File: config.mk
export PLATFORM = sky130hd
export DESIGN_NAME = uart_line_buf
export DESIGN_NICKNAME = d
export VERILOG_FILES = /design/src/rtl/uart_line_buf.sv
export SDC_FILE = /design/constraint.sdc
export NUM_CORES = 1
export LEC_CHECK = 0
export ABC_CLOCK_PERIOD_IN_PS = 2530
export BUFFER_PORTS_ARGS = -buffer_cell sky130_fd_sc_hd__buf_2
export CORE_AREA = 2 2 161 163
export CTS_BUF_LIST = sky130_fd_sc_hd__clkbuf_16
export CTS_CLUSTER_DIAMETER = 30
export DETAILED_ROUTE_END_ITERATION = 12
export DIE_AREA = 0 0 163 165
export GPL_TIMING_DRIVEN = 0
export MAX_ROUTING_LAYER = met4
export SLEW_MARGIN = 20
export SYNTH_ARGS = -nofsm -noshare
export SYNTH_HDL_FRONTEND = slang
export SYNTH_SLANG_ARGS = --single-unit
File: constraint.sdc
create_clock -name clk -period 2.53 [get_ports clk]
set_input_delay 0.506 -clock clk [delete_from_list [all_inputs] [get_ports clk]]
set_output_delay 0.506 -clock clk [all_outputs]
set_load 0.1 [all_outputs]
File: src/rtl/uart_line_buf.sv
`timescale 1ns/1ps
// uart_line_buf -- collects received UART bytes into a line buffer until a
// CR or LF arrives, then holds the line for a consumer to read by address.
//
// Ports:
//   clk, rstn                    clock, async active-low reset
//   rx_valid, rx_byte            received byte strobe and data
//   start_pulse                  receiver saw a start bit (clears eos)
//   framing_error                bad stop bit on the current byte (aborts line)
//   line_ready, line_len, eos    held-line status
//   rd_addr -> rd_data           registered read port into the buffer
//   line_ack                     consumer releases the held line
//   overflow, err                1-cycle event pulses
module uart_line_buf #(
  parameter int DEPTH = 32,
  parameter int AW    = 5
) (
  input  logic          clk,
  input  logic          rstn,
  input  logic          rx_valid,
  input  logic [7:0]    rx_byte,
  input  logic          start_pulse,
  input  logic          framing_error,
  output logic          line_ready,
  output logic [AW:0]   line_len,
  output logic          eos,
  input  logic [AW-1:0] rd_addr,
  output logic [7:0]    rd_data,
  input  logic          line_ack,
  output logic          overflow,
  output logic          err
);

  localparam logic [AW:0] DEPTH_C = (AW+1)'(DEPTH);

  typedef enum logic [1:0] {COLLECT, READY, DISCARD} state_t;

  state_t      state;
  logic [AW:0] wr_ptr;
  logic [7:0]  mem [DEPTH];

  logic is_term;
  logic wr_en;
  logic eos_set;

  assign is_term = (rx_byte == 8'h0D) || (rx_byte == 8'h0A);

  // framing_error beats a coincident byte in COLLECT, so it gates both
  assign wr_en   = (state == COLLECT) && rx_valid && !framing_error &&
                   !is_term && (wr_ptr < DEPTH_C);
  assign eos_set = (state == COLLECT) && rx_valid && !framing_error &&
                   is_term && (wr_ptr != '0);

  // Plain synchronous RAM: no reset, read-before-write on address collision
  always_ff @(posedge clk) begin
    if (wr_en) mem[wr_ptr[AW-1:0]] <= rx_byte;
  end

  always_ff @(posedge clk or negedge rstn) begin
    if (!rstn) rd_data <= 8'h00;
    else       rd_data <= mem[rd_addr];
  end

  // Set has priority over the start-bit clear
  always_ff @(posedge clk or negedge rstn) begin
    if (!rstn)            eos <= 1'b0;
    else if (eos_set)     eos <= 1'b1;
    else if (start_pulse) eos <= 1'b0;
  end

  always_ff @(posedge clk or negedge rstn) begin
    if (!rstn) begin
      state      <= COLLECT;
      wr_ptr     <= '0;
      line_ready <= 1'b0;
      line_len   <= '0;
      overflow   <= 1'b0;
      err        <= 1'b0;
    end else begin
      overflow <= 1'b0;
      err      <= 1'b0;
      case (state)
        COLLECT: begin
          if (framing_error) begin
            err    <= 1'b1;
            wr_ptr <= '0;
            state  <= DISCARD;
          end else if (rx_valid) begin
            if (is_term) begin
              // empty line (e.g. the LF of a CRLF pair) is ignored
              if (wr_ptr != '0) begin
                line_len   <= wr_ptr;
                line_ready <= 1'b1;
                state      <= READY;
              end
            end else if (wr_ptr < DEPTH_C) begin
              wr_ptr <= wr_ptr + 1'b1;
            end else begin
              overflow <= 1'b1;
              state    <= DISCARD;
            end
          end
        end
        READY: begin
          // A terminator trailing the held line carries no payload, so
          // dropping it is not reported as overflow (keeps CRLF silent).
          if (rx_valid && !is_term) overflow <= 1'b1;
          if (line_ack) begin
            line_ready <= 1'b0;
            wr_ptr     <= '0;
            state      <= COLLECT;
          end
        end
        DISCARD: begin
          if (framing_error) begin
            err    <= 1'b1;
            wr_ptr <= '0;
          end else if (rx_valid && is_term) begin
            wr_ptr <= '0;
            state  <= COLLECT;
          end
        end
        default: state <= COLLECT;
      endcase
    end
  end

endmodule
==> impl_results.md, run 1 <==
- Status: finished clean
- Max-cap violations: 0
- PwrDens: 951 nW/um2
- Cell family with most CP delay: compound AO/OA/AOI/OAI gates
- Ratio of cells with drive above 1 in the final layout: around 40%
- Synthesized cell area: roughly 11000 um2
- Drt first pass iters: 4
- Buffer and inverter count on the worst path: 1
- Clock Path Buffers: 3
- RSZ-0062 raised after global routing: no
- Slew HR: 54.8%
- Tcrit/Tclk final: 94.9%
- Register bit total from synthesis: 282
- Iter 0 DRT Violations: 428
- Total wire length: ~22000 um
- Initial core utilization: 44.5%
- Met2 WL: 10900 um
- Largest net degree at the start of global routing: 35
- Die Ht: 165 um
- Setup CP Type: reg2reg
- Leak: about 4.6 nW
- VDD IR max: 0.000534 V
- Die X: 163 um
- CP cell instances: inv_1 -> ha_1 -> or2b_1 -> o22ai_1 -> a311o_1 -> or4_4 -> o31ai_1
- Non-filler cells in the finished layout: about 1000
- Detail Route Antenna Nets: 0
- Post-synthesis adder-cell area fraction: 0.899%
- # placed instances: just under 900
- Post-Syn Nets: 551
- Commonest non-fill, non-tap cell in the layout: edfxtp_1
- Clock sink count: 282
- Core area: 25000 um2
- TritonCTS buffer count: 48
- Antenna Cells: 0
- GRT Overall Usage: around 18%
- Port bufs: 30
- Synth-to-layout area growth: 23.2%
- Most frequent cells in the layout: edfxtp_1 (256), mux4_2 (80), clkbuf_16 (49)
- Multiplexer share of the synthesized area: 17.3%
- Initial antenna violation count: 0
- Complex-gate fraction of the synthesized area: approximately 2.1%
- Final Hold Fails: 0
- First-pass GRT wire length: 33900 um
- Post-route DRC: 0
- Max Fclk: 0.417 GHz
- CTS clock-pin slew for the worst setup and hold paths: 0.05 ns
- Largest family of logic cells by synthesized area: multiplexers
- CTS tree: built
- CP max stage delay: 0.49 ns
- Crit path capture type: flop
- Gr ovfl total: 0
- Pins Over Slew Limit: 0
- Hold Path Class: in2async
- YS warnings: 0
- Synth Area in Simple Gates: 3.37%
- Vias in the first global route: 5624
- H-tree levels: 2
- GP Congestion: around 0.8
- I/O pin total: 37
- Setup crit start kind: flop
- Hold_ws: between 0.002 and 0.003 ns
- EDFF count, synth: between 200 and 300
- Worst Clk Skew: 0.0192 ns
- CP max FO: 8
- Metal3 WL: 1160 um
- Final total power: 13.1 mW
- Worst-skew pair later-pin latency: approximately 0.54 ns
- Fillers: between 1500 and 2000
- Finished Cell Area: 13700 um2
- Final-report setup violation count: 0
- Row count: between 50 and 60
- DR WL/cell: 22.5 um
- Worst-margin pin slew: between 0.6 and 0.7 ns
- Drt via density: approximately 5.5
- Reg2Reg Setup Slack: 0.13 ns
- Synth Flop Type: edfxtp_1
- Highest routed layer: met4
- Slowest CP cell: or4_4
- Synth Area in XOR/XNOR: 0%
- Asr flop ratio synth: 9.22%
- Sequential element share of the synthesized area: around three quarters
- CP Data Arrival Time: 2.82 ns
- Post-DP Area: ~12000 um2
- WL met1: 9400 um
- Post-DP HPWL: 14500 um
- Syn_area_per_cell: 21.2 um2
- Req. time, crit path: 2.95 ns
- Post-Synthesis Cells: roughly 520
- Distinct cells, synth: 40
- Root Buffer: clkbuf_16
- Minimum clock period: 2.40 ns
- DIE AREA: 26900 um2
- Nets@finish: approximately 630
- Vias: between 5000 and 6000
==> sequential cells by signal, indices dropped and copies added (netlist names) <==
signal and count:
rd_data 8, state 2, wr_ptr 6, err 1, mem 256, overflow 1
eos 1, line_len 6, line_ready 1
==> final cells by class <==
cell class                      count  area (um2)  area share, %
Buffer                             24         130          0.948
Clock buffer                       49        1230           8.94
Clock inverter                     41         495           3.61
Inverter                           10        37.5          0.274
Multi-Input combinational cell    208        2910           21.2
Sequential cell                   282        8340           60.8
Tap cell                          330         413           3.01
Timing Repair Buffer               32         168           1.22
==> synthesized netlist by cell type, types with 3 or more instances <==
| cell type | number | area, um2 |
|---|---|---|
| edfxtp_1 | 256 | 7690 |
| mux4_2 | 80 | 1800 |
| nor2_1 | 40 | 150 |
| dfrtp_1 | 26 | 651 |
| mux2_2 | 11 | 124 |
| nand2_1 | 11 | 41.3 |
| inv_1 | 10 | 37.5 |
| o21ai_0 | 10 | 50.1 |
| o31ai_1 | 9 | 67.6 |
| ha_1 | 8 | 100 |
| buf_1 | 7 | 26.3 |
| buf_4 | 7 | 52.6 |
| clkbuf_1 | 7 | 26.3 |
| nand3b_1 | 3 | 22.5 |
| or3_1 | 3 | 18.8 |
==> final timing paths <==
path	startpoint	end	cells after the start
worst max-delay path	state[0]$_DFFE_PN0P_	wr_ptr[5]$_DFFE_PN0P_	7
worst min-delay path	rstn	line_len[3]$_DFFE_PN0P_	1
worst max register to register	state[0]$_DFFE_PN0P_	wr_ptr[5]$_DFFE_PN0P_	7
worst min register to register	line_len[0]$_DFFE_PN0P_	line_len[0]$_DFFE_PN0P_	2
max in group asynchronous	rstn	wr_ptr[4]$_DFFE_PN0P_	1
min in group clk	start_pulse	eos$_DFFE_PN0P_	2
==> power by group <==
part | total (mW) | internal, mW | leakage, nW | switching (mW)
logic | 1.11 | 0.377 | 1.10 | 0.728
clock network | 6.73 | 4.42 | 0.828 | 2.31
registers | 5.22 | 5.17 | 2.64 | 0.0410
total | 13.1 | 9.97 | 4.56 | 3.08
==> worst reg2reg max path: stages, from the launching register on <==
cell     delay [ns]
dfrtp_1        0.38
inv_1          0.10
ha_1           0.26
or2b_1         0.25
o22ai_1        0.12
a311o_1        0.44
or4_4          0.49
o31ai_1        0.26
==> layer usage <==
metal,global-route usage [%],vias up
met1,23.4,2763
li1,-,2359
met2,28.3,168
met4,5.91,0
met3,3.29,40
met5,-,-
==> metrics by stage <==
stage | TNS, ns | setup slack (ns) | utilization (%)
floorplan | 0 | 0.216 | -
detailed placement | -229.64 | -0.982 | 46.7
CTS | -3.70 | -0.0890 | 54.5
global route | 0 | 0.0175 | 54.8
global placement | -223.65 | -0.931 | 46.7
finish | 0 | 0.130 | 54.8
==> kinds of logic (layout without fill, tap and decap cells) <==
group / Yosys count / count (layout)
flops: 282 / 282
mux: 91 / 91
simple gates: 76 / 76
buf+inv: 34 / 156
compound gates: 33 / 33
fa+ha+maj: 8 / 8
==> what timing repair did <==
item	4_1_cts	5_1_grt
pin swaps	0	1
buffers inserted	0	2
gates resized for setup	62	17
hold buffers	0	0
cloned	0	0
endpoints found under the setup margin	256	262
No activity file was read; power rests on OpenSTA's default activity.
==> inputs of run 2 (changes only) <==
--- a/config.mk
+++ b/config.mk
@@ -7,6 +7,8 @@
 export LEC_CHECK = 0
 export ABC_CLOCK_PERIOD_IN_PS = 2530
 export BUFFER_PORTS_ARGS = -buffer_cell sky130_fd_sc_hd__buf_2
+export CELL_PAD_IN_SITES_DETAIL_PLACEMENT = 0
+export CELL_PAD_IN_SITES_GLOBAL_PLACEMENT = 1
 export CORE_AREA = 2 2 161 163
 export CTS_BUF_LIST = sky130_fd_sc_hd__clkbuf_16
 export CTS_CLUSTER_DIAMETER = 30
@@ -14,6 +16,8 @@
 export DIE_AREA = 0 0 163 165
 export GPL_TIMING_DRIVEN = 0
 export MAX_ROUTING_LAYER = met4
+export PLACE_DENSITY_LB_ADDON = 0.1
+export SKIP_CTS_REPAIR_TIMING = 1
 export SLEW_MARGIN = 20
 export SYNTH_ARGS = -nofsm -noshare
 export SYNTH_HDL_FRONTEND = slang
==> run 2 against run 1 <==
The run now ends with negative hold slack left. Core utilization is 0.51 points higher. Combinational power hardly changed. Die area stayed put. Hold slack worse by 0.014 ns. Cell area is 0.94% higher. Clock-buffer cell count is 7 higher. Largest cell class unchanged.
==> impl_results.md, run 2 (synthesis gave the netlist of run 1 again) <==
- Clock Path Buffers: 3
- Worst-skew pair later-pin latency: 0.55 ns
- CP startpoint: state[1]$_DFFE_PN0P_
- RSZ-0062 raised after global routing: no
- Req. time, crit path: approximately 3.0 ns
- Vias: between 5000 and 6000
- Slew HR: a little over half
- DIE AREA: around 27000 um2
- Worst Clk Skew: 0.0127 ns
- Tcrit/Tclk final: 93.9%
- VDD IR max: around 0.00061 V
- Die X: about 160 um
- Failing checks: negative hold slack
- Detail Route Antenna Nets: 0
- GRT Overall Usage: 18.1%
- Non-filler cells in the finished layout: just under 1000
- Worst r2r src: state[1]$_DFFE_PN0P_
- Finished Cell Area: 13900 um2
- Core area: 25000 um2
- Iter 0 DRT Violations: 421
- PwrDens: about 970 nW/um2
- Final core occ: between 50% and 60%
- Post-DP Area: ~12000 um2
- Fillers: 1923
- Gr ovfl total: 0
- I/O pin total: 37
- CP max FO: 8
- Final Hold Fails: 7
- Most frequent cells in the layout: edfxtp_1 (256), mux4_2 (80), clkbuf_16 (56)
- Final-report setup violation count: 0
- Hold Path Class: in2async
- Worst-margin pin slew: 0.698 ns
- Commonest non-fill, non-tap cell in the layout: edfxtp_1
- # placed instances: 884
- GP Congestion: just under 0.8
- Die Ht: 165 um
- Synth-to-layout area growth: 24.4%
- Drt via density: 5.40
- Largest register FFs: roughly 260
- Max-cap violations: 0
- Initial antenna violation count: 0
- DR WL/cell: between 20 and 25 um
- Vias in the first global route: around 5600
- Port bufs: 30
- First-pass GRT wire length: between 30000 and 40000 um
- Post-route DRC: 0
- Initial core utilization: 44.5%
- Max Fclk: 0.421 GHz
- Ratio of cells with drive above 1 in the final layout: 40.5%
- Pins Over Slew Limit: 0
- Row count: 58
- Status: complete, but fails checks
- Total wire length: between 20000 and 25000 um
- Setup CP Type: reg2reg
- CTS tree: built
- Minimum clock period: 2.38 ns
- Leak: ~4.7 nW
- CTS clock-pin slew for the worst setup and hold paths: 0.05 ns
- Nets@finish: between 600 and 700
- Hold_ws: -0.0117 ns
- Root Buffer: clkbuf_16
- Setup crit start kind: flop
- Clock sink count: between 200 and 300
- TritonCTS buffer count: 56
- Drt first pass iters: 5
- Largest net degree at the start of global routing: 35
- Antenna Cells: 0
- Crit path capture type: flop
- CP Data Arrival Time: 2.83 ns
- Post-DP HPWL: 14900 um
- H-tree levels: 2
[run 2: routing by layer]
metal	vias to the layer above	routed length, um	GRT usage [%]
li1	2379	-	-
met1	2765	10200	25.1
met2	152	10800	27.2
met3	42	1040	3.39
met4	0	554	6.48
met5	-	0	-
[run 2: report_power, final]
part           switching [mW]  leakage (nW)  internal (mW)
sequential             0.0434          2.64           5.18
clock                    2.37         0.921           4.65
combinational           0.734          1.10          0.386
total                    3.15          4.65           10.2
[run 2: area by class of cell]
| cell class | instances | area, um2 | area share, % |
|---|---|---|---|
| plain buffers | 24 | 128 | 0.921 |
| clock buffers | 56 | 1400 | 10.1 |
| clock inverters | 48 | 443 | 3.20 |
| inverters | 10 | 37.5 | 0.271 |
| multi-input cells | 208 | 2920 | 21.1 |
| flip-flops and latches | 282 | 8340 | 60.2 |
| well taps | 330 | 413 | 2.98 |
| repair buffers | 31 | 170 | 1.23 |
[run 2: path summary, 6_finish.rpt]
check	cells after the start	end	slack, ns
max	7	wr_ptr[5]$_DFFE_PN0P_	0.15
min	1	state[0]$_DFFE_PN0P_	-0.01
max reg2reg	7	wr_ptr[5]$_DFFE_PN0P_	0.15
min reg2reg	2	line_len[5]$_DFFE_PN0P_	0.48
max in group asynchronous	1	line_len[0]$_DFFE_PN0P_	2.10
min in group clk	2	eos$_DFFE_PN0P_	0.14
[run 2: per-stage QoR]
stage	total power, mW	setup TNS, ns	setup slack (ns)	hold WS (ns)
after detailed placement	6.36	-253.40	-1.06	0.472
after global routing	13.8	0	0.0122	0.0273
after CTS	13.4	-106.65	-0.500	-0.00191
after floorplan	6.05	0	0.216	0.210
after global placement	6.34	-241.17	-0.986	0.462
final	13.4	0	0.153	-0.0117
[run 2: worst max-delay path: stages (launching register included)]
cell and delay (ns):
dfrtp_1 0.38, inv_1 0.09, ha_1 0.24, or2b_1 0.26, o22ai_1 0.14, a311o_2 0.45
or4_4 0.48, o31ai_1 0.24
==> inputs of run 3 (changes only) <==
==> constraint.sdc (replaced) <==
create_clock -name clk -period 2.53 [get_ports clk]
set_input_delay 0.6325 -clock clk [delete_from_list [all_inputs] [get_ports clk]]
set_output_delay 0.6325 -clock clk [all_outputs]
set_load 0.1 [all_outputs]
==> run 3 against run 2 <==
Clock-buffer cell count unchanged. The run now ends clean. Sequential cell count unchanged. Cell area increased by 0.11%. Combinational power about the same. Sequential power about the same.
==> impl_results.md, run 3 (synthesis gave the netlist of run 1 again) <==
- DP Worst Slack: -1.19 ns
- Synth-to-layout area growth: 24.5%
- Tcrit/Tclk final: 95.7%
- Vias: between 5000 and 6000
- Minimum clock period: 2.42 ns
- Port bufs: 30
- Req. time, crit path: 2.96 ns
- Initial core utilization: 44.5%
- Cell family with most CP delay: multiplexers
- First-pass GRT wire length: about 34000 um
- TritonCTS buffer count: 56
- Max-cap violations: 0
- Gr ovfl total: 0
- Leak: 4.67 nW
- Status: finished clean
- Initial antenna violation count: 0
- Most frequent cells in the layout: edfxtp_1 (256), mux4_2 (80), clkbuf_16 (56)
- Core area: roughly 25000 um2
- Post-DP HPWL: roughly 15000 um
- CP Data Arrival Time: 2.85 ns
- Detail Route Antenna Nets: 0
- CP cell instances: clkbuf_1 -> clkbuf_1 -> mux4_2 -> mux4_2 -> mux2_2
- Buffer and inverter count on the worst path: 2
- RSZ-0062 raised after global routing: no
- Setup crit start kind: primary input
- Iter 0 DRT Violations: 426
- Post-route DRC: 0
- GP Congestion: between 0.7 and 0.8
- CP max FO: 10
- Die X: around 160 um
- Post-DP Area: ~12000 um2
- Critical path depth: 5
- Root Buffer: clkbuf_16
- I/O pin total: 37
- # placed instances: 884
- Slew HR: a little over half
- Setup CP Type: in2reg
- Final Hold Fails: 0
- Ratio of cells with drive above 1 in the final layout: roughly two fifths
- VDD IR max: about 0.00061 V
- PwrDens: 964 nW/um2
- Largest register FFs: 256
- CTS tree: built
- Worst Clk Skew: 0.0122 ns
- Drt via density: 5.40
- Hold Path Class: in2async
- Drt first pass iters: 5
- Clock Path Buffers: 3
- Die Ht: 165 um
- Total wire length: ~23000 um
- Nets@finish: 640
- DIE AREA: around 27000 um2
- Largest net degree at the start of global routing: 35
- Final-report setup violation count: 0
- Slowest CP cell: clkbuf_1
- Clock sink count: between 200 and 300
- CP max stage delay: approximately 0.54 ns
- Worst reg-to-reg path cell count: 7
- Antenna Cells: 0
- Commonest non-fill, non-tap cell in the layout: edfxtp_1
- Finished Cell Area: 13900 um2
- GRT Overall Usage: 18.1%
- DR WL/cell: 22.9 um
- Worst-margin pin slew: 0.697 ns
- Row count: 58
- Worst-skew pair later-pin latency: roughly 0.55 ns
- Pins Over Slew Limit: 0
- Vias in the first global route: 5646
- H-tree levels: 2
- CTS clock-pin slew for the worst setup and hold paths: 0.05 ns
- Fillers: roughly 1900
- Max Fclk: between 0.4 and 0.5 GHz
- Final setup margin: 0.110 ns
- Non-filler cells in the finished layout: about 990
- Crit path capture type: flop
==> run 3: metal layers <==
layer	vias to the layer above	share of wire, %	global-route usage (%)
li1	2381	-	-
met1	2757	45	25.1
met2	164	48	27.2
met3	42	4.9	3.39
met4	0	2.4	6.48
met5	-	0	-
==> run 3: cell type report <==
type	instances	area [um2]	area share, %
Tap cell	330	413	2.98
Clock buffer	56	1400	10.1
Inverter	10	37.5	0.271
Buffer	24	133	0.957
Timing Repair Buffer	31	180	1.30
Multi-Input combinational cell	208	2920	21.1
Sequential cell	282	8340	60.1
Clock inverter	48	443	3.19
==> run 3: worst reg2reg max path, cell delays in order, from the launching register on <==
cell     delay [ns]
dfrtp_1        0.38
inv_1          0.09
ha_1           0.24
or2b_1         0.26
o22ai_1        0.14
a311o_2        0.45
or4_4          0.48
o31ai_1        0.24
==> run 3: metrics by stage <==
stage	utilization (%)	setup TNS, ns	power (mW)	hold slack (ns)
3_5_place_dp	46.7	-288.20	6.36	0.472
6_report	55.4	0	13.4	0.115
3_3_place_gp	46.7	-275.58	6.34	0.462
4_1_cts	54.1	-138.78	13.4	0.125
5_1_grt	55.4	0	13.8	0.154
2_1_floorplan	-	0	6.05	0.337
==> run 3: power by group <==
| group | internal [mW] | switching [mW] | total (mW) | leakage [nW] |
|---|---|---|---|---|
| combinational | 0.388 | 0.733 | 1.12 | 1.11 |
| sequential | 5.18 | 0.0433 | 5.22 | 2.64 |
| clock | 4.65 | 2.37 | 7.02 | 0.921 |
| total | 10.2 | 3.15 | 13.4 | 4.67 |
==> run 3: worst paths after layout <==
| kind | startpoint | to | slack, ns |
|---|---|---|---|
| setup / recovery | rd_addr[2] | rd_data[7]$_DFF_PN0_ | 0.11 |
| max in group asynchronous | rstn | rd_data[3]$_DFF_PN0_ | 1.98 |
| hold reg to reg | line_len[5]$_DFFE_PN0P_ | line_len[5]$_DFFE_PN0P_ | 0.48 |
| min in group clk | start_pulse | eos$_DFFE_PN0P_ | 0.27 |
| hold / removal | rstn | state[0]$_DFFE_PN0P_ | 0.11 |
| setup reg to reg | state[1]$_DFFE_PN0P_ | wr_ptr[5]$_DFFE_PN0P_ | 0.15 |
